===== config.mk =====
export PLATFORM = sky130hd
export DESIGN_NAME = key_event_ctrl_lbus
export DESIGN_NICKNAME = d
export VERILOG_FILES = /design/src/rtl/key_evt_pkg.sv /design/src/rtl/debounce_cell.sv /design/src/rtl/key_event_ctrl_lbus.sv
export SDC_FILE = /design/constraint.sdc
export NUM_CORES = 1
export LEC_CHECK = 0
export CAP_MARGIN = 40
export CORE_ASPECT_RATIO = 0.6
export CORE_MARGIN = 1
export CORE_UTILIZATION = 60
export CTS_BUF_LIST = sky130_fd_sc_hd__clkbuf_4 sky130_fd_sc_hd__clkbuf_8 sky130_fd_sc_hd__clkbuf_16
export DETAILED_ROUTE_END_ITERATION = 8
export PLACE_DENSITY = 0.94
export SETUP_SLACK_MARGIN = 0.5
export SYNTH_ARGS = -nofsm -noshare
export SYNTH_HDL_FRONTEND = slang
export SYNTH_SLANG_ARGS = --single-unit

===== constraint.sdc =====
create_clock -name lb_clk -period 5.6 [get_ports lb_clk]
set_input_delay 0.84 -clock lb_clk [delete_from_list [all_inputs] [get_ports lb_clk]]
set_output_delay 0.84 -clock lb_clk [all_outputs]
set_load 0.05 [all_outputs]

===== src/rtl/key_evt_pkg.sv =====
// Shared definitions for the key/switch local-bus controller:
// bus slave view, register map, EVENT field layout and idle levels.
package key_evt_pkg;

    typedef struct packed {
        logic [1:0]  addr;
        logic        wr;
        logic [15:0] wdata;
    } lb_slave_t;

    localparam logic [1:0] REG_KEY_STATE = 2'd0;
    localparam logic [1:0] REG_EVENT     = 2'd1;
    localparam logic [1:0] REG_IRQ_EN    = 2'd2;
    localparam logic [1:0] REG_SW_STATE  = 2'd3;

    localparam int EVT_PRESS_LSB   = 0;
    localparam int EVT_RELEASE_LSB = 8;

    // Raw pin levels meaning "inactive": keys idle high, switches idle low
    localparam logic KEY_IDLE_LVL = 1'b1;
    localparam logic SW_IDLE_LVL  = 1'b0;

endpackage


===== src/rtl/debounce_cell.sv =====
// One input bit: 2-FF synchroniser, tick-based stability counter,
// debounced active-high level plus single-cycle rise/fall strobes.
module debounce_cell #(
    parameter int   STABLE_TICKS = 20,
    parameter logic RST_VAL      = 1'b0
) (
    input  logic lb_clk,
    input  logic rst,
    input  logic tick,
    input  logic din,
    output logic dout,
    output logic rise,
    output logic fall
);

    localparam int CW = $clog2(STABLE_TICKS + 1);

    logic          s1_q, s2_q;
    logic          db_q, db_d;
    logic [CW-1:0] cnt_q, cnt_d;
    logic          sample;

    // XOR with the idle level turns the raw pin into "active" polarity
    assign sample = s2_q ^ RST_VAL;

    always_comb begin
        db_d  = db_q;
        cnt_d = cnt_q;
        if (tick) begin
            if (sample == db_q) begin
                cnt_d = '0;
            end else if (cnt_q == CW'(STABLE_TICKS - 1)) begin
                db_d  = ~db_q;
                cnt_d = '0;
            end else begin
                cnt_d = cnt_q + 1'b1;
            end
        end
    end

    always_ff @(posedge lb_clk) begin
        if (rst) begin
            s1_q  <= RST_VAL;
            s2_q  <= RST_VAL;
            db_q  <= 1'b0;
            cnt_q <= '0;
        end else begin
            s1_q  <= din;
            s2_q  <= s1_q;
            db_q  <= db_d;
            cnt_q <= cnt_d;
        end
    end

    assign dout = db_q;
    assign rise = db_d & ~db_q;
    assign fall = ~db_d & db_q;

endmodule


===== src/rtl/key_event_ctrl_lbus.sv =====
// Key/switch controller: debounce bank, sticky press/release events,
// masked level interrupt and a 4-register local-bus view.
module key_event_ctrl_lbus
    import key_evt_pkg::*;
#(
    parameter int KEY_NUM      = 4,
    parameter int SW_NUM       = 3,
    parameter int TICK_DIV     = 12000,
    parameter int STABLE_TICKS = 20
) (
    input  logic                lb_clk,
    input  logic                rst,
    input  lb_slave_t           xt_lb,
    output logic [15:0]         rdata,
    input  logic [KEY_NUM-1:0]  key_raw,
    input  logic [SW_NUM-1:0]   sw_raw,
    output logic                irq
);

    localparam int DW = $clog2(TICK_DIV);

    logic [DW-1:0]      div_q, div_d;
    logic               tick;
    logic [KEY_NUM-1:0] key_db, key_rise, key_fall;
    logic [SW_NUM-1:0]  sw_db, sw_rise_unused, sw_fall_unused;
    logic [KEY_NUM-1:0] press_q, press_d, rel_q, rel_d;
    logic [KEY_NUM-1:0] en_press_q, en_press_d, en_rel_q, en_rel_d;
    logic               irq_q, irq_d;
    logic               ev_wr, en_wr;
    logic [KEY_NUM-1:0] press_clr, rel_clr;
    logic               wdata_unused;

    assign wdata_unused = ^xt_lb.wdata;
    assign tick         = (div_q == DW'(TICK_DIV - 1));
    assign div_d        = tick ? '0 : div_q + 1'b1;

    for (genvar i = 0; i < KEY_NUM; i++) begin : g_key
        debounce_cell #(
            .STABLE_TICKS (STABLE_TICKS),
            .RST_VAL      (KEY_IDLE_LVL)
        ) u_cell (
            .lb_clk (lb_clk),
            .rst    (rst),
            .tick   (tick),
            .din    (key_raw[i]),
            .dout   (key_db[i]),
            .rise   (key_rise[i]),
            .fall   (key_fall[i])
        );
    end

    for (genvar i = 0; i < SW_NUM; i++) begin : g_sw
        debounce_cell #(
            .STABLE_TICKS (STABLE_TICKS),
            .RST_VAL      (SW_IDLE_LVL)
        ) u_cell (
            .lb_clk (lb_clk),
            .rst    (rst),
            .tick   (tick),
            .din    (sw_raw[i]),
            .dout   (sw_db[i]),
            .rise   (sw_rise_unused[i]),
            .fall   (sw_fall_unused[i])
        );
    end

    always_comb begin
        ev_wr     = xt_lb.wr && (xt_lb.addr == REG_EVENT);
        en_wr     = xt_lb.wr && (xt_lb.addr == REG_IRQ_EN);
        press_clr = ev_wr ? xt_lb.wdata[EVT_PRESS_LSB +: KEY_NUM] : '0;
        rel_clr   = ev_wr ? xt_lb.wdata[EVT_RELEASE_LSB +: KEY_NUM] : '0;
        // New edges are OR-ed in after the clear so a same-cycle set wins
        press_d   = (press_q & ~press_clr) | key_rise;
        rel_d     = (rel_q & ~rel_clr) | key_fall;
        en_press_d = en_wr ? xt_lb.wdata[EVT_PRESS_LSB +: KEY_NUM] : en_press_q;
        en_rel_d   = en_wr ? xt_lb.wdata[EVT_RELEASE_LSB +: KEY_NUM] : en_rel_q;
        irq_d     = |(press_q & en_press_q) | |(rel_q & en_rel_q);
    end

    always_ff @(posedge lb_clk) begin
        if (rst) begin
            div_q      <= '0;
            press_q    <= '0;
            rel_q      <= '0;
            en_press_q <= '0;
            en_rel_q   <= '0;
            irq_q      <= 1'b0;
        end else begin
            div_q      <= div_d;
            press_q    <= press_d;
            rel_q      <= rel_d;
            en_press_q <= en_press_d;
            en_rel_q   <= en_rel_d;
            irq_q      <= irq_d;
        end
    end

    assign irq = irq_q;

    always_comb begin
        rdata = '0;
        case (xt_lb.addr)
            REG_KEY_STATE: rdata[KEY_NUM-1:0] = key_db;
            REG_EVENT: begin
                rdata[EVT_PRESS_LSB +: KEY_NUM]   = press_q;
                rdata[EVT_RELEASE_LSB +: KEY_NUM] = rel_q;
            end
            REG_IRQ_EN: begin
                rdata[EVT_PRESS_LSB +: KEY_NUM]   = en_press_q;
                rdata[EVT_RELEASE_LSB +: KEY_NUM] = en_rel_q;
            end
            default: rdata[SW_NUM-1:0] = sw_db;
        endcase
    end

endmodule

Word-level counts from Yosys, hierarchy flattened

Cells that the tools add are included.

Memory bits (writable): 0
Register bits after elaboration: 87
Memories kept: 0
Bits in latches: 0
Word-level logic and storage cells: 134
Bits in read-only memories: 0
Input port bits: 28

Multiply operators: 0
Reductions and logical operators: 9
Eq/ne operators: 17
$add $sub $neg: 8
Mux-type cells: 31
Divide/modulo/power cells: 0
Bitwise gates (word level): 35
Shift-type cells: 0
Magnitude comparators: 0

Operators with widths:

| operator                                                               | number |
|---|---|
| 5-bit two-way mux                                                      | 14 |
| 5-bit by 1-bit adder with 5-bit output (second input constant)         | 7 |
| 5-bit equality test (second input constant)                            | 7 |
| 1-bit NOT                                                              | 18 |
| 4-bit AND                                                              | 4 |
| 14-bit by 1-bit adder with 14-bit output (second input constant)       | 1 |
| 14-bit equality test (second input constant)                           | 1 |
| 1-bit two-way mux                                                      | 12 |
| 3-bit one-hot mux with 3 select lines                                  | 1 |
| 3-bit AND reduction                                                    | 3 |
| 1-bit AND                                                              | 8 |
| 4-bit two-way mux                                                      | 2 |
| 4-bit NOT                                                              | 2 |
| 4-bit bitwise OR                                                       | 2 |
| 4-bit one-hot mux with 2 select lines                                  | 1 |
| 4-bit OR reduction                                                     | 2 |
| 1-bit equality test                                                    | 7 |
| 1-bit one-hot mux with 3 select lines                                  | 1 |
| 2-bit by 1-bit equality test with 1-bit output (second input constant) | 1 |
| 2-bit equality test (second input constant)                            | 1 |
| 1-bit logical AND                                                      | 2 |
| 2-bit logical NOT                                                      | 1 |
| 2-bit OR reduction                                                     | 1 |
| 1-bit bitwise OR                                                       | 1 |

Logic depth before layout (Yosys ltp)

Gate-level depths: netlist of the first run.

Depth after elaboration: 7
Mapped depth: 9

By module

A second synthesis of the first run with hierarchy kept.

Cells, all modules: 453
Area, all modules: 4116.4 um^2

By module, submodules not included:

| module                              | area an instance (um^2) | instances | cells each |
|---|---|---|---|
| key_event_ctrl_lbus                 | 1506.4                  | 1         | 180 |
| debounce_cell (g_key[0].u_cell ...) | 369.1                   | 4         | 39 |
| debounce_cell (g_sw[0].u_cell ...)  | 377.9                   | 3         | 39 |

Worst setup path after synthesis of the first run

No wires, ideal clock.

Kind: input port to output port
Start: input xt_lb[17] in the netlist's numbering
End: output rdata[1]
Path slack: 2.324 ns
Buffers on the path: 2
Data arrival time: 2.436 ns
Stages on the path: 6
Required time: 4.760 ns
Cell sequence: inv_1 > ha_1 > clkbuf_1 > clkbuf_1 > a222oi_1 > mux2i_1

Word-level cells in the longest chain between the ends: 2
Elaborated cells between the ends (all ways): 4
Classes of those cells: eq/ne: 2; mux: 1; reduce/logical: 1

RTL lines:

| element                                           | line                       | text |
|---|---|---|
| start: declaration                                | key_event_ctrl_lbus.sv:13  | `input lb_slave_t xt_lb,` |
| 2-bit equality test, or another cell as far along | key_event_ctrl_lbus.sv:102 | `case (xt_lb.addr)` |
| 3-bit one-hot mux with 3 select lines (*)         | key_event_ctrl_lbus.sv:102 |  |
| end: declaration                                  | key_event_ctrl_lbus.sv:14  | `output logic [15:0] rdata,` |

Every way passes the cells marked *; elsewhere a longest branch is shown, timed or not.

Final worst setup path of the first run

Start: input xt_lb[17] in the netlist's numbering
End: output rdata[2]

The elaborated chain is that of the path after synthesis.

==> qor.csv, run 1 <==
stage,metric,value,unit
outcome,status,"finished, final reports clean",
pwr,p_sw_frac,0.222,
floorplan,die_height,65.5,µm
yosys,synth-simple-area-share,0.286,
finish,fill_cells,456,
global_routing,grt_pass1_vias,3290,
global_routing,grt_start_max_net_pins,55,
pwr,clkPwrFrac,0.394,
clock_tree,clk_pin_slew_worst_paths,80,ps
clock_tree,holdBufCountCts,0,
timing,min_period_over_period,0.726,
timing,setup_ws,1540,ps
global_routing,grt_usage,0.273,
routing,firstDrtPassIters,6,
setup_path,cp_data_arrival_time,3220,ps
timing,maxSlewViolCount,0,
pwr,pwr-share-seq,0.545,
clock_tree,clock_sinks,87,
placed_design,portBuffers,28,
clock_tree,cts_max_path_buffers,2,
placed_design,dp_hpwl,6150,µm
yosys,synth_compound_area_frac,0.145,
finish,drive_above_1_share,0.0545,
pwr,p_int,903,µW
setup_path,cp_slowest_cell,clkdlybuf4s50_1,
yosys,ys_ff_latch,87,
global_routing,grt_overflow,0,
timing,maxSlewHeadroom,0.441,
routing,wirelength,8970,µm
routing,top_layer,met4,
yosys,yosysTopAreaCell,dfxtp_1,
clock_tree,h-tree-depth,3,
global_routing,grt_pass1_wl,15000,µm
floorplan,die_area,0.00706,mm²
yosys,synth_top_family_by_area,simple AND/OR/NAND/NOR gates,
setup_path,path_common_cell,clkdlybuf4s50_1,
yosys,synth_warnings,0,
timing,tightest_slew,828,ps
pwr,leakagePower,0.00150,µW
yosys,syn-cell-area,0.00403,mm²
yosys,seq_area_frac_synth,0.432,
setup_path,endpoint_kind,primary output,
yosys,synth_cells,475,
timing,fin_crit,4060,ps
timing,finalClockSkew,6.08,ps
timing,rsz0062_at_grt,false,
routing,drc,0,
floorplan,io_pins,45,
clock_tree,post_cts_buffers,0,
placed_design,place_ws,1650,ps
floorplan,core,0.00630,mm²
placed_design,place_congestion,0.962,
pwr,switchingPower,258,µW
timing,setup_viol,0,
routing,drtAntennaViolNets,0,
finish,diodes,0,
yosys,synth_area_leaders,"dfxtp_1 43%, a21oi_1 6.2%, nand3_1 5.6%, ha_1 3.7%, nand3b_1 3.5%",
global_routing,grt_antenna_before_repair,0,
clock_tree,cts_root_buf,clkbuf_8,
setup_path,max_stage_delay,820,ps
timing,hold_viol,0,
timing,tns,0,ps
clock_tree,cts_made_buffers,9,
setup_path,path_cells,clkdlybuf4s50_1 > inv_1 > ha_1 > a222oi_1 > mux2i_1 > clkdlybuf4s50_1,
routing,drtIter0Drc,362,
finish,area_delta_synth_final,12.1,%
job,drv_cap,0,
clock_tree,insertion_delay,350,ps
yosys,syn_avg_cell_area,8.48,µm²
pwr,p_per_area,257,mW/mm²
routing,route.detailed.vias_per_inst,6.14,
timing,fin_hold_ws,413,ps
routing,vias,3553,
timing,max_freq,0.246,GHz
finish,fin_nets,532,
floorplan,rows,22,
pwr,max-vdd-ir-drop,0.199,mV
floorplan,initial_core_util,0.639,
floorplan,die_w,108,µm
clock_tree,cts_resized,0,
routing,met3_length,746,µm
hold_path,worstHoldPathType,reg2reg,
routing,met2WireLength,4080,µm
yosys,synth_xor_area_frac,0.0413,
clock_tree,cts_tree,built,
yosys,synthAdderAreaFrac,0.0373,
setup_path,worstSetupPathType,in2out,
setup_path,crit_path_start_kind,primary input,
setup_path,crit_required,4760,ps
pwr,combPwrFrac,0.061,
yosys,yosysTopAreaCellShare,0.432,
yosys,synth_cell_types,38,
yosys,synth.area.mux_share,0.00746,
setup_path,critPathMaxFanout,17,
routing,m1WireLength,3920,µm
routing,drt-wirelength-per-cell,15.5,µm
sequential cells by signal (all words and copies together), names as in the netlist:
register and flops:
g_key.u_cell.cnt_q 20, g_sw.u_cell.cnt_q 15, div_q 14, en_press_q 4, en_rel_q 4, g_key.u_cell.dout 4, g_key.u_cell.s1_q 4, g_key.u_cell.s2_q 4
press_q 4, rel_q 4, g_sw.u_cell.dout 3, g_sw.u_cell.s1_q 3, g_sw.u_cell.s2_q 3, irq 1
placed cells by master (no fill, tap or decap), types with 8 or more instances in the layout:
cell and instances:
nor2_1 35, nand2_1 36, clkbuf_8 9, inv_1 12
a21oi_1 50, nor3b_1 12, conb_1 8, clkdlybuf4s50_1 27
dfxtp_1 87, or2_2 8, a22oi_1 8, xnor2_1 12
o21ai_0 26, nand3b_1 19, ha_1 12, or3_1 8
nand3_1 45, nor2b_1 13
final timing paths:
path,cells past startpoint,from,slack (ps),to
worst max-delay path,6,xt_lb[17],1540,rdata[2]
worst min-delay path,1,g_key[2].u_cell.s1_q,410,g_key[2].u_cell.s2_q
worst max register to register,5,div_q[8],3070,g_sw[1].u_cell.cnt_q[4]
worst min register to register,1,g_key[2].u_cell.s1_q,410,g_key[2].u_cell.s2_q
per-stage QoR:
step / power [µW] / instance area [µm²] / util / instances
after floorplan: 696 / 4050 / - / 482
after global placement: 713 / 4310 / 0.684 / 565
after detailed placement: 716 / 4310 / 0.684 / 565
after CTS: 1170 / 4510 / 0.716 / 579
after global routing: 1200 / 4510 / 0.716 / 579
final: 1160 / 4510 / 0.716 / 579
cell type report:
cell class                 count  area [µm²]  share of cell area
sequential                    87        1740               0.386
clock inverter                 4        72.6              0.0161
tap                           84         105              0.0233
inverter                      12        45.0             0.00998
clock buffer                  10         131              0.0291
timing repair buffer          31         298              0.0660
multi-input combinational    351        2120               0.470
cells by family (layout without fill, tap and decap cells):
group	Yosys count	after routing
fa+ha+maj	12	12
other cells	1	8
xor+xnor	19	19
compound gates	101	101
mux	3	3
simple gates	208	208
flops	87	87
buf+inv	44	57
power groups by stage:
stage               sequential (µW)  clock [µW]  combinational [µW]
global placement                646           0                66.8
CTS                             632         465                69.8
finish                          632         458                70.7
global route                    634         489                76.4
detailed placement              647           0                68.9
floorplan                       645           0                51.1
cells in the mapped netlist:
master	instances
a21o_1	3
a21oi_1	50
a222oi_1	4
a22oi_1	8
a41oi_1	1
and2_1	1
and3_1	1
and4_1	1
buf_2	3
buf_4	8
clkbuf_1	21
conb_1	1
dfxtp_1	87
ha_1	12
inv_1	12
mux2i_1	3
nand2_1	36
nand2b_1	2
nand3_1	45
nand3b_1	19
nand4_1	3
nand4b_1	3
nor2_1	35
nor2b_1	13
nor3_1	2
nor3b_1	12
nor4_1	4
nor4bb_1	7
o21ai_0	26
o21bai_1	1
o31ai_1	4
o41ai_1	4
or2_2	8
or3_1	8
or4_1	7
or4b_1	1
xnor2_1	12
xor2_1	7
per-layer routing:
layer / up-vias / global-route usage
met5: - / 0
met3: 25 / 0.0843
li1: 1709 / -
met4: 0 / 0.104
met2: 143 / 0.442
met1: 1676 / 0.342
critical path: cells and delay by family:
family          cells  cell delay, ps
mux                 1             160
buf+inv             3            1400
fa+ha+maj           1             580
compound gates      1             230
No activity file was read; power rests on OpenSTA's default activity.
==> inputs of run 2 (changes only) <==
Settings changed: CORE_UTILIZATION 60 to 56, PLACE_DENSITY 0.94 to 0.89.
Clock period 5.6 ns to 3.8 ns, I/O delays scaled along.
==> run 2 against run 1 <==
Effect of this change: the run now ends with DRC left; utilization decreased by 3.9 points; clock power increased by 83%; die area increased by 7.0%; hold slack got worse by 6.3 ps; sequential cell count unchanged; worst setup slack got worse by 920 ps; clock-buffer cell count increased by 4; final cell count increased by 0.86%; highest routed layer unchanged.
==> qor.csv, run 2 (synthesis results as in run 1) <==
stage,metric,value,unit,change
placed_design,portBuffers,28,,unchanged
pwr,combPwrFrac,0.055,,-0.006
routing,route.detailed.vias_per_inst,6.05,,-1.5%
routing,firstDrtPassIters,7,,+1
setup_path,crit_required,3230,ps,-1530 ps
timing,maxSlewViolCount,0,,unchanged
finish,largest_reg_flops,20,,unchanged
timing,rsz0062_at_grt,false,,
floorplan,die_w,111,µm,+3.4%
timing,max_freq,0.315,GHz,
routing,drtAntennaViolNets,0,,unchanged
placed_design,place_congestion,0.943,,-2.0%
setup_path,endpoint_kind,primary output,,
placed_design,dp_hpwl,6000,µm,-2.4%
finish,drive_above_1_share,0.0604,,+0.00582
finish,diodes,0,,unchanged
clock_tree,cts_made_buffers,9,,unchanged
pwr,p_sw_frac,0.219,,-0.00262
timing,fin_crit,3180,ps,
setup_path,worstSetupPathType,in2out,,
pwr,pwr-share-seq,0.498,,-0.047
timing,hold_viol,0,,unchanged
finish,final_cell_mix,"87 x dfxtp_1, 50 x a21oi_1, 45 x nand3_1, 36 x nand2_1, 35 x nor2_1",,
clock_tree,clock_sinks,87,,unchanged
routing,drtIter0Drc,320,,-12%
finish,top_register,g_key.u_cell.cnt_q,,
clock_tree,post_cts_buffers,0,,unchanged
global_routing,grt_usage,0.246,,-0.0261
finish,fill_cells,537,,+18%
global_routing,grt_pass1_vias,3167,,-3.7%
pwr,leakagePower,0.00161,µW,+7.4%
pwr,switchingPower,412,µW,+60%
routing,vias,3531,,-0.62%
routing,wirelength,9000,µm,+0.32%
finish,fin_nets,532,,unchanged
timing,tns,0,ps,unchanged
hold_path,worstHoldPathType,reg2reg,,
clock_tree,cts_max_path_buffers,2,,unchanged
pwr,max-vdd-ir-drop,0.282,mV,+42%
routing,drc,2,,+2
timing,min_period_over_period,0.837,,
outcome,status,"complete, but fails checks",,
finish,final_common_cell,dfxtp_1,,
finish,area_delta_synth_final,14.6,%,
clock_tree,insertion_delay,340,ps,about the same
clock_tree,h-tree-depth,3,,unchanged
pwr,clkPwrFrac,0.447,,+0.053
timing,setup_viol,0,,unchanged
clock_tree,clk_pin_slew_worst_paths,60,ps,-20 ps
finish,top_regs,"g_key.u_cell.cnt_q: 20 flops, g_sw.u_cell.cnt_q: 15 flops, div_q: 14 flops",,
job,drv_cap,0,,unchanged
global_routing,grt_start_max_net_pins,55,,unchanged
timing,maxSlewHeadroom,0.408,,-0.0322
global_routing,grt_pass1_wl,14500,µm,-2.9%
floorplan,rows,23,,+4.5%
clock_tree,holdBufCountCts,0,,unchanged
global_routing,grt_antenna_before_repair,0,,unchanged
clock_tree,cts_root_buf,clkbuf_16,,
outcome,violations,DRC,,
floorplan,io_pins,45,,unchanged
timing,finalClockSkew,4.65,ps,-1.44 ps
timing,fin_hold_ws,407,ps,-6.28 ps
floorplan,initial_core_util,0.591,,-0.0484
setup_path,cp_data_arrival_time,2610,ps,-610 ps
routing,drt-wirelength-per-cell,15.4,µm,-0.54%
setup_path,critPathMaxFanout,17,,unchanged
global_routing,grt_overflow,0,,unchanged
clock_tree,cts_tree,built,,
floorplan,die_area,0.00755,mm²,+7.0%
setup_path,crit_path_start_kind,primary input,,
pwr,p_int,1460,µW,+62%
pwr,p_per_area,406,mW/mm²,+58%
timing,tightest_slew,875,ps,+47.7 ps
floorplan,core,0.00682,mm²,+8.2%
floorplan,die_height,67.7,µm,+3.4%
run 2: changes by cell type in the layout (fill, tap and decap cells not counted):
cell             previous run  this run
clkbuf_4                    1         3
clkbuf_16                   0         9
clkinvlp_4                  1         2
bufinv_16                   2         0
ha_1                       12        11
clkinv_2                    1         0
dlymetal6s2s_1              0         4
clkdlybuf4s50_1            27        23
clkbuf_8                    9         2
ha_2                        0         1
run 2: area by class of cell:
type	instances	area, µm²	area share
multi-input cells	351	2120	0.460
repair buffers	31	308	0.0667
clock buffers	14	275	0.0596
clock inverters	2	15.0	0.00325
inverters	12	45.0	0.00976
flip-flops and latches	87	1740	0.377
well taps	87	109	0.0236
run 2: per-stage QoR:
stage	util	cells	power (µW)	worst slack [ps]	area, µm²
2_1_floorplan	-	482	1030	1060	4050
5_1_grt	0.677	584	1940	502	4620
6_report	0.677	584	1880	620	4620
4_1_cts	0.675	584	1880	570	4610
3_3_place_gp	0.632	568	1050	449	4310
3_5_place_dp	0.632	568	1050	396	4310
run 2: critical path, stage by stage:
cell,delay [ps]
clkdlybuf4s50_1,510
inv_1,80
ha_2,300
a222oi_1,380
nor2_1,70
clkdlybuf4s50_1,700
run 2: final timing paths:
kind,startpoint,end,slack (ps),cells after the start
max,xt_lb[17],rdata[3],620,6
min reg2reg,g_key[3].u_cell.s1_q,g_key[3].u_cell.s2_q,410,1
max reg2reg,div_q[8],press_q[2],1190,5
min,g_key[3].u_cell.s1_q,g_key[3].u_cell.s2_q,410,1
run 2: power by group through the flow:
stage / clock, µW / combinational, µW / sequential (µW)
global route: 894 / 112 / 935
detailed placement: 0 / 102 / 953
finish: 838 / 104 / 934
global placement: 0 / 98.4 / 953
floorplan: 0 / 75.3 / 951
CTS: 848 / 103 / 933
run 2: per-layer routing:
metal / global-route usage / wire (µm) / vias to the layer above
li1: - / - / 1714
met1: 0.311 / 4070 / 1662
met2: 0.411 / 4170 / 137
met3: 0.0682 / 630 / 18
met4: 0.0895 / 125 / 0
met5: 0 / 0 / -
run 2: what timing repair did:
action	4_1_cts	5_1_grt
endpoints found under the hold margin	0	0
gates resized for setup	1	4
endpoints found under the setup margin	8	4
==> inputs of run 3 (changes only) <==
Clock period 3.8 ns to 3.1 ns, I/O delays scaled along.
==> run 3 against run 2 <==
Effect of this change: the run still ends with DRC left; register-to-register slack got worse by 570 ps; hold slack better by 4.7 ps; final area increased by 1.7%; largest power group unchanged; first-iteration DRC count is 9.1% higher; clock power grew 23%; sequential cell count is the same; non-clock buffer count stayed put; die area is the same; clock skew up 1.6 ps; final cell count shrank 0.17%; utilization up 1.1 points.
==> qor.csv, run 3 (synthesis results as in run 1) <==
stage,metric,value,unit,change
global_routing,grt_start_max_net_pins,55,,unchanged
setup_path,critPathMaxFanout,9,,-8
global_routing,grt_usage,0.259,,+0.0122
finish,diodes,0,,unchanged
finish,fill_cells,514,,-4.3%
routing,firstDrtPassIters,7,,unchanged
routing,drt-wirelength-per-cell,15.5,µm,+0.56%
setup_path,crit_path_start_kind,primary input,,
placed_design,dp_hpwl,6320,µm,+5.2%
setup_path,worstSetupPathType,in2out,,
floorplan,initial_core_util,0.591,,unchanged
finish,fin_nets,532,,unchanged
setup_path,reg2reg_to,g_key[0].u_cell.cnt_q[4],,
pwr,p_per_area,491,mW/mm²,+21%
routing,drtIter0Drc,349,,+9.1%
routing,vias,3530,,-0.028%
clock_tree,cts_made_buffers,9,,unchanged
setup_path,r2r_start,div_q[8],,
placed_design,dp.cells,568,,unchanged
setup_path,endpoint_kind,primary output,,
timing,hold_viol,0,,unchanged
clock_tree,post_cts_buffers,0,,unchanged
timing,tns,0,ps,unchanged
clock_tree,clk_pin_slew_worst_paths,60,ps,about the same
finish,final-instance-count-excl-fill,583,,-0.17%
routing,route.detailed.vias_per_inst,6.05,,+0.14%
setup_path,cp_slowest_cell,clkdlybuf4s50_1,,
pwr,pwr-share-seq,0.496,,-0.002
global_routing,grt_pass1_vias,3269,,+3.2%
timing,tightest_slew,767,ps,-109 ps
clock_tree,holdBufCountCts,0,,unchanged
floorplan,core,0.00682,mm²,unchanged
timing,fin_crit,2540,ps,
timing,finalClockSkew,6.26,ps,+1.61 ps
finish,final_cell_mix,"87 x dfxtp_1, 50 x a21oi_1, 45 x nand3_1, 36 x nand2_1, 35 x nor2_1",,
routing,wirelength,9030,µm,+0.39%
timing,maxSlewHeadroom,0.482,,+0.0734
global_routing,grt_antenna_before_repair,0,,unchanged
finish,largest_reg_flops,20,,unchanged
placed_design,portBuffers,28,,unchanged
hold_path,min-delay-start,g_key[1].u_cell.s1_q,,
placed_design,place_congestion,0.853,,-9.5%
hold_path,worstHoldPathType,reg2reg,,
clock_tree,cts_max_path_buffers,2,,unchanged
floorplan,io_pins,45,,unchanged
outcome,violations,DRC,,
floorplan,die_w,111,µm,unchanged
global_routing,grt_pass1_wl,15000,µm,+3.6%
clock_tree,h-tree-depth,3,,unchanged
placed_design,post_dp_cell_area,0.00439,mm²,+1.9%
clock_tree,cts_root_buf,clkbuf_16,,
finish,finalInstanceArea,0.00469,mm²,+1.7%
clock_tree,cts_tree,built,,
pwr,leakagePower,0.00157,µW,-2.5%
pwr,combPwrFrac,0.057,,+0.002
finish,final_common_cell,dfxtp_1,,
global_routing,grt_overflow,0,,unchanged
job,drv_cap,0,,unchanged
timing,max_freq,0.394,GHz,
routing,drtAntennaViolNets,0,,unchanged
outcome,status,"complete, but fails checks",,
pwr,switchingPower,537,µW,+31%
timing,rsz0062_at_grt,false,,
pwr,p_int,1770,µW,+21%
clock_tree,insertion_delay,340,ps,about the same
hold_path,hold_path_end,g_key[1].u_cell.s2_q,,
timing,maxSlewViolCount,0,,unchanged
clock_tree,clock_sinks,87,,unchanged
setup_path,crit_required,2630,ps,-600 ps
setup_path,rr_worst_depth,5,,unchanged
timing,setup_viol,0,,unchanged
setup_path,path_cells,clkdlybuf4s50_1 > inv_1 > ha_2 > a222oi_1 > mux2i_1 > buf_12,,
setup_path,max_stage_delay,540,ps,-160 ps
pwr,clkPwrFrac,0.446,,about the same
pwr,p_sw_frac,0.233,,+0.0137
finish,top_regs,"g_key.u_cell.cnt_q: 20 flops, g_sw.u_cell.cnt_q: 15 flops, div_q: 14 flops",,
setup_path,cp_data_arrival_time,2070,ps,-540 ps
floorplan,die_area,0.00755,mm²,unchanged
floorplan,die_height,67.7,µm,unchanged
setup_path,reg2reg_slack,620,ps,-570 ps
timing,min_period_over_period,0.818,,
finish,area_delta_synth_final,16.5,%,
floorplan,rows,23,,unchanged
routing,drc,2,,unchanged
hold_path,whs_path_depth,1,,unchanged
pwr,max-vdd-ir-drop,0.402,mV,+43%
finish,top_register,g_key.u_cell.cnt_q,,
finish,drive_above_1_share,0.0766,,+0.0163
[run 3: cell types whose count changed in the layout (fill, tap and decap cells not counted), sizes merged]
cell,previous run,this run
dlymetal6s2s,4,0
buf,4,12
clkbuf,14,11
inv,12,13
clkdlybuf4s50,23,19
clkinv,0,1
[run 3: final cells by class]
type / count / area (µm²) / area share
multi-input combinational: 351 / 2130 / 0.455
tap: 87 / 109 / 0.0232
clock inverter: 4 / 28.8 / 0.00613
clock buffer: 11 / 253 / 0.0539
timing repair buffer: 31 / 382 / 0.0813
sequential: 87 / 1740 / 0.371
inverter: 12 / 45.0 / 0.00960
[run 3: worst max path at each step]
stage | endpoint | slack [ps] | startpoint | cells past startpoint
6_report | rdata[1] | 560 | xt_lb[18] | 6
4_1_cts | rdata[0] | 530 | xt_lb[17] | 6
3_5_place_dp | rdata[0] | 390 | xt_lb[17] | 6
5_1_grt | rdata[0] | 510 | xt_lb[17] | 6
2_1_floorplan | rdata[1] | 570 | xt_lb[17] | 6
3_3_place_gp | rdata[0] | 470 | xt_lb[17] | 6
[run 3: timing repair]
item / in CTS / in global routing
cloned: 0 / 0
resized for setup: 1 / 3
endpoints found under the setup margin: 4 / 7
[run 3: per-layer routing]
| layer | up-vias | wire length, µm | track usage |
|---|---|---|---|
| li1 | 1710 | - | - |
| met1 | 1666 | 4030 | 0.321 |
| met2 | 140 | 4220 | 0.433 |
| met3 | 14 | 665 | 0.0754 |
| met4 | 0 | 112 | 0.103 |
| met5 | - | 0 | 0 |
[run 3: critical path: cells and delay by family]
kind,cells,cell delay (ps)
adders and majority gates,1,250
AOI/OAI and AO/OA,1,370
muxes,1,170
buffers and inverters,3,810
[run 3: metrics by stage]
step           total power (µW)  utilization  hold slack, ps  setup slack (ps)
3_3_place_gp               1290        0.644             391               474
4_1_cts                    2310        0.686             417               528
3_5_place_dp               1300        0.644             403               395
2_1_floorplan              1260            -             389               574
5_1_grt                    2380        0.688             430               513
6_report                   2300        0.688             412               564
[run 3: power by group through the flow]
| stage | Combinational [µW] | Sequential (µW) | Clock [µW] |
|---|---|---|---|
| 3_5_place_dp | 128 | 1170 | 0 |
| 6_report | 132 | 1140 | 1030 |
| 4_1_cts | 128 | 1140 | 1040 |
| 3_3_place_gp | 124 | 1170 | 0 |
| 2_1_floorplan | 92.3 | 1170 | 0 |
| 5_1_grt | 142 | 1140 | 1090 |
==> RTL edit 1 (config.mk and constraints of run 2) <==
The output `irq` loses its register stage (`irq_q` becomes a continuous assignment).
--- a/src/rtl/key_event_ctrl_lbus.sv
+++ b/src/rtl/key_event_ctrl_lbus.sv
@@ -84,16 +84,16 @@
             rel_q      <= '0;
             en_press_q <= '0;
             en_rel_q   <= '0;
-            irq_q      <= 1'b0;
         end else begin
             div_q      <= div_d;
             press_q    <= press_d;
             rel_q      <= rel_d;
             en_press_q <= en_press_d;
             en_rel_q   <= en_rel_d;
-            irq_q      <= irq_d;
         end
     end
+
+    assign irq_q = irq_d;
 
     assign irq = irq_q;
 
Behaviour: same outputs for any inputs over 10 cycles, from zero or initial values and one cycle with rst high; that may be too few to reach the edited logic, so the function may still have changed.
==> RTL edit 1 against run 2 <==
Synthesized area down 0.56%. Power up 2.2%. Via count up 0.20%. Setup slack better by 0.013 ns. Synthesized cell count down 0.21%. Highest routed layer unchanged. Final cell count unchanged. Largest cell class unchanged. Clock skew up 0.0013 ns. Routed wire length down 1.7%. Cell area about the same. Clock power up 6.2%. Critical path type unchanged. Register-to-register slack better by 0.04 ns. The flow still finishes with violations (DRC). Sequential power down 1%. Sequential cell count down 1.
==> RTL edit 1: results (changes against run 2) <==
stage,metric,value,unit,change
outcome,outcome,"complete, but fails checks",,unchanged
outcome,failing checks,DRC,,unchanged
sta,final worst path period share,83.34,%,was 83.67%
route,Total Wirelength,8844,um,was 8995 um
finish,share of layout cells above drive strength 1,6.237,%,was 6.036%
placement,Area after DPL,0.004298,sq mm,was 0.004313 sq mm
yosys,"top cells by area, synth","dfxtp_1, a21oi_1, nand3_1",,unchanged
route,WL/cell,15.14,um,was 15.40 um
clock_network,post-CTS setup buffers,0,,unchanged
yosys,Synth Area in Adders,3.749,%,was 3.728%
clock_network,H-tree lvl count,3,,unchanged
setup_path,CP Max Fanout,17,,unchanged
setup_path,max incr delay on CP,0.70,ns,about the same
setup_path,CP Data Arrival Time,2.60,ns,was 2.61 ns
yosys,post-synthesis cell count,474,,was 475
setup_path,r2r worst-path depth,5,,unchanged
yosys,Synth Area in XOR/XNOR,4.155,%,was 4.132%
route,Starting DRT DRC Count,292,,was 320
grt,pin count of the biggest net entering global routing,55,,unchanged
min_path,Hold Path End,g_key[1].u_cell.s2_q,,was g_key[3].u_cell.s2_q
yosys,sequential area share after synthesis,42.99,%,was 43.24%
route,DR pass1 iterations,8,,was 7
sta,Slew HR,45.96,%,was 40.85%
sta,Min Hold Slack,0.4165,ns,was 0.4070 ns
min_path,HP Class,reg2reg,,unchanged
power_and_ir_drop,Worst IR Drop VDD,0.3427,mV,was 0.2823 mV
clock_network,Root Buffer,clkbuf_16,,unchanged
power_and_ir_drop,Leak,1.605,nW,was 1.612 nW
grt,GR Util All Layers,25.44,%,was 24.65%
route,Vias/cell,6.058,,was 6.046
placement,GPL Wtd Cong,0.9620,,was 0.9430
setup_path,reg2reg end,g_sw[1].u_cell.cnt_q[4],,was press_q[2]
setup_path,FF-to-FF setup slack,1.23,ns,was 1.19 ns
sta,Clock Skew,0.005952,ns,was 0.004647 ns
route,residual DRC count,7,,was 2
setup_path,Critical Path Source,xt_lb[17],,unchanged
min_path,hold path startpoint,g_key[1].u_cell.s1_q,,was g_key[3].u_cell.s1_q
clock_network,CTS clock-pin slew for the worst setup and hold paths,0.06,ns,about the same
yosys,Netlist cell types,37,,was 38
yosys,commonest cells in the netlist,"dfxtp_1, a21oi_1, nand3_1",,unchanged
power_and_ir_drop,combinational share of power,5.5,%,about the same
placement,dpl ws,0.3591,ns,was 0.3963 ns
yosys,Synth Area in Compound Gates,14.37,%,was 14.51%
power_and_ir_drop,sequential share of power,48.1,%,was 49.8%
placement,dpl cells,568,,unchanged
power_and_ir_drop,Sw Ratio,23.28,%,was 21.95%
grt,vias in the first global route,3240,,was 3167
clock_network,total CTS buffers,9,,unchanged
finish,diode count,0,,unchanged
grt,first-pass GRT wire length,14970,um,was 14520 um
yosys,Synth Warn #,0,,unchanged
setup_path,Critical-path top delay cell,clkdlybuf4s50_1,,unchanged
yosys,post-synthesis mux area share,0.7498,%,was 0.7456%
placement,Final HPWL DP,6238,um,was 6003 um
yosys,share of flip-flops with an asynchronous set or reset,0,%,unchanged
[RTL edit 1: final cells by class]
class | count | area [sq um]
inverter | 12 | 45.04
fill | 532 | 2178
clock inverter | 7 | 80.08
tap | 87 | 108.9
sequential | 86 | 1722
multi-input combinational | 351 | 2120
timing repair buffer | 32 | 312.8
clock buffer | 9 | 225.2
[RTL edit 1: metal layers]
metal	routed length (um)	global-route usage [%]
met5	0	0
met4	79	7.095
met3	652	7.810
met2	3939	41.56
met1	4173	33.04
[RTL edit 1: logic make-up (layout without fill, tap and decap cells)]
| logic type | after synthesis | in the layout |
|---|---|---|
| multiplexers | 3 | 3 |
| AO/OA/AOI/OAI | 100 | 100 |
| AND/OR/NAND/NOR | 209 | 209 |
| buffers and inverters | 44 | 60 |
| adder cells (fa/ha/maj) | 12 | 12 |
| other | 1 | 8 |
| flip-flops | 86 | 86 |
| XOR/XNOR | 19 | 19 |
==> RTL edit 2 (settings of run 2) <==
Without the edit above. `STABLE_TICKS` is set to 20 in 2 places; all go to 40.
--- a/src/rtl/debounce_cell.sv
+++ b/src/rtl/debounce_cell.sv
@@ -1,7 +1,7 @@
 // One input bit: 2-FF synchroniser, tick-based stability counter,
 // debounced active-high level plus single-cycle rise/fall strobes.
 module debounce_cell #(
-    parameter int   STABLE_TICKS = 20,
+    parameter int   STABLE_TICKS = 40,
     parameter logic RST_VAL      = 1'b0
 ) (
     input  logic lb_clk,
--- a/src/rtl/key_event_ctrl_lbus.sv
+++ b/src/rtl/key_event_ctrl_lbus.sv
@@ -6,7 +6,7 @@
     parameter int KEY_NUM      = 4,
     parameter int SW_NUM       = 3,
     parameter int TICK_DIV     = 12000,
-    parameter int STABLE_TICKS = 20
+    parameter int STABLE_TICKS = 40
 ) (
     input  logic                lb_clk,
     input  logic                rst,
Check against the original RTL: no difference found for any inputs over 10 cycles, from zero or initial values and one cycle with rst high; that may be too few to reach the edited logic, so the function may still have changed.
==> RTL edit 2 against run 2 <==
Global-route usage fell by 0.15 points. Final cell count rose by 14%. Cell area rose by 11%. Setup slack got worse by 0.032 ns. Synthesized area rose by 13%. Maximum frequency fell by 0.99%. Sequential cell count rose by 7. Routed wire length rose by 10%. Power rose by 3.4%. Critical endpoint is now rdata[1]. Highest routed layer unchanged.
==> RTL edit 2: results (changes against run 2) <==
stage,metric,value,unit,change
route,DR pass1 iterations,6,,was 7
yosys,post-synthesis cell count,540,,was 475
yosys,post-synthesis mux area share,0.6588,%,was 0.7456%
finish,Non-Filler Instances,667,,was 584
route,WL/cell,14.84,um,was 15.40 um
yosys,Synth Area in Adders,3.294,%,was 3.728%
finish,largest registers,"g_key.u_cell.cnt_q x24, g_sw.u_cell.cnt_q x18, div_q x14",,"was g_key.u_cell.cnt_q x20, g_sw.u_cell.cnt_q x15, div_q x14"
route,Starting DRT DRC Count,328,,was 320
yosys,Netlist cell types,48,,was 38
sta,Final WS setup,0.5885,ns,was 0.6204 ns
sta,Clock Skew,0.007022,ns,was 0.004647 ns
yosys,"top cells by area, synth","dfxtp_1, a21oi_1, nand3_1",,unchanged
grt,pin count of the biggest net entering global routing,52,,was 55
placement,Area after DPL,0.004840,sq mm,was 0.004313 sq mm
outcome,outcome,completed,,"was complete, but fails checks"
grt,vias in the first global route,3691,,was 3167
placement,dpl ws,0.3960,ns,was 0.3963 ns
placement,GPL Wtd Cong,0.8381,,was 0.9430
route,detailed-route via count,4007,,was 3531
setup_path,CP Data Arrival Time,2.64,ns,was 2.61 ns
sta,Slew HR,50.47,%,was 40.85%
yosys,sequential area share after synthesis,41.28,%,was 43.24%
grt,GR Util All Layers,24.50,%,was 24.65%
placement,Final HPWL DP,6694,um,was 6003 um
setup_path,FF-to-FF setup slack,1.26,ns,was 1.19 ns
yosys,Synth Area in XOR/XNOR,4.612,%,was 4.132%
power_and_ir_drop,Worst IR Drop VDD,0.2996,mV,was 0.2823 mV
yosys,Synth Area in Compound Gates,16.96,%,was 14.51%
finish,share of layout cells above drive strength 1,5.903,%,was 6.036%
sta,Min Hold Slack,0.4104,ns,was 0.4070 ns
finish,Fillers,657,,was 537
placement,dpl cells,651,,was 568
## RTL edit 2: changes by cell type in the layout (fill, tap and decap cells not counted), sizes merged, moves of 7 or more
cell,delta
nor3b,-11
a31oi,+10
and3,+7
a21oi,+8
dfxtp,+7
nand2,+8
nand4,+10
## RTL edit 2: worst max-delay path, cell delays in order
cell and delay, ns:
clkdlybuf4s50_1 0.45, inv_1 0.10, ha_2 0.39, a222oi_1 0.17, mux2i_1 0.14, clkdlybuf4s50_1 0.81
## RTL edit 2: metal layers
layer	track usage [%]	part of all wire, %
met1	31.79	48
met2	39.67	44
met3	6.131	6.0
met4	9.705	1.6
met5	0	0
## RTL edit 2: cell type report
type / count / area (sq um) / share of cell area (%)
clock buffer: 10 / 232.7 / 4.547
clock inverter: 6 / 38.79 / 0.7578
inverter: 17 / 63.81 / 1.247
multi-input combinational: 400 / 2456 / 47.98
sequential: 94 / 1882 / 36.76
timing repair buffer: 32 / 310.3 / 6.062
tap: 108 / 135.1 / 2.640
## RTL edit 2: final timing paths
kind,from,endpoint,cells after the start
setup / recovery,xt_lb[17],rdata[1],6
hold / removal,g_key[0].u_cell.s1_q,g_key[0].u_cell.s2_q,1
setup reg to reg,div_q[0],g_sw[1].u_cell.cnt_q[4],5
hold reg to reg,g_key[0].u_cell.s1_q,g_key[0].u_cell.s2_q,1
## RTL edit 2: repair_timing
item,CTS,global route
resized for setup,1,2
hold buffers,0,0
pin swaps,0,0
setup endpoints to repair,8,2
## RTL edit 2: power by group
| part | internal, mW | total, mW | switching [mW] |
|---|---|---|---|
| registers | 0.997 | 1.01 | 0.00947 |
| logic | 0.0404 | 0.108 | 0.0671 |
| clock network | 0.448 | 0.826 | 0.377 |
| total | 1.49 | 1.94 | 0.454 |
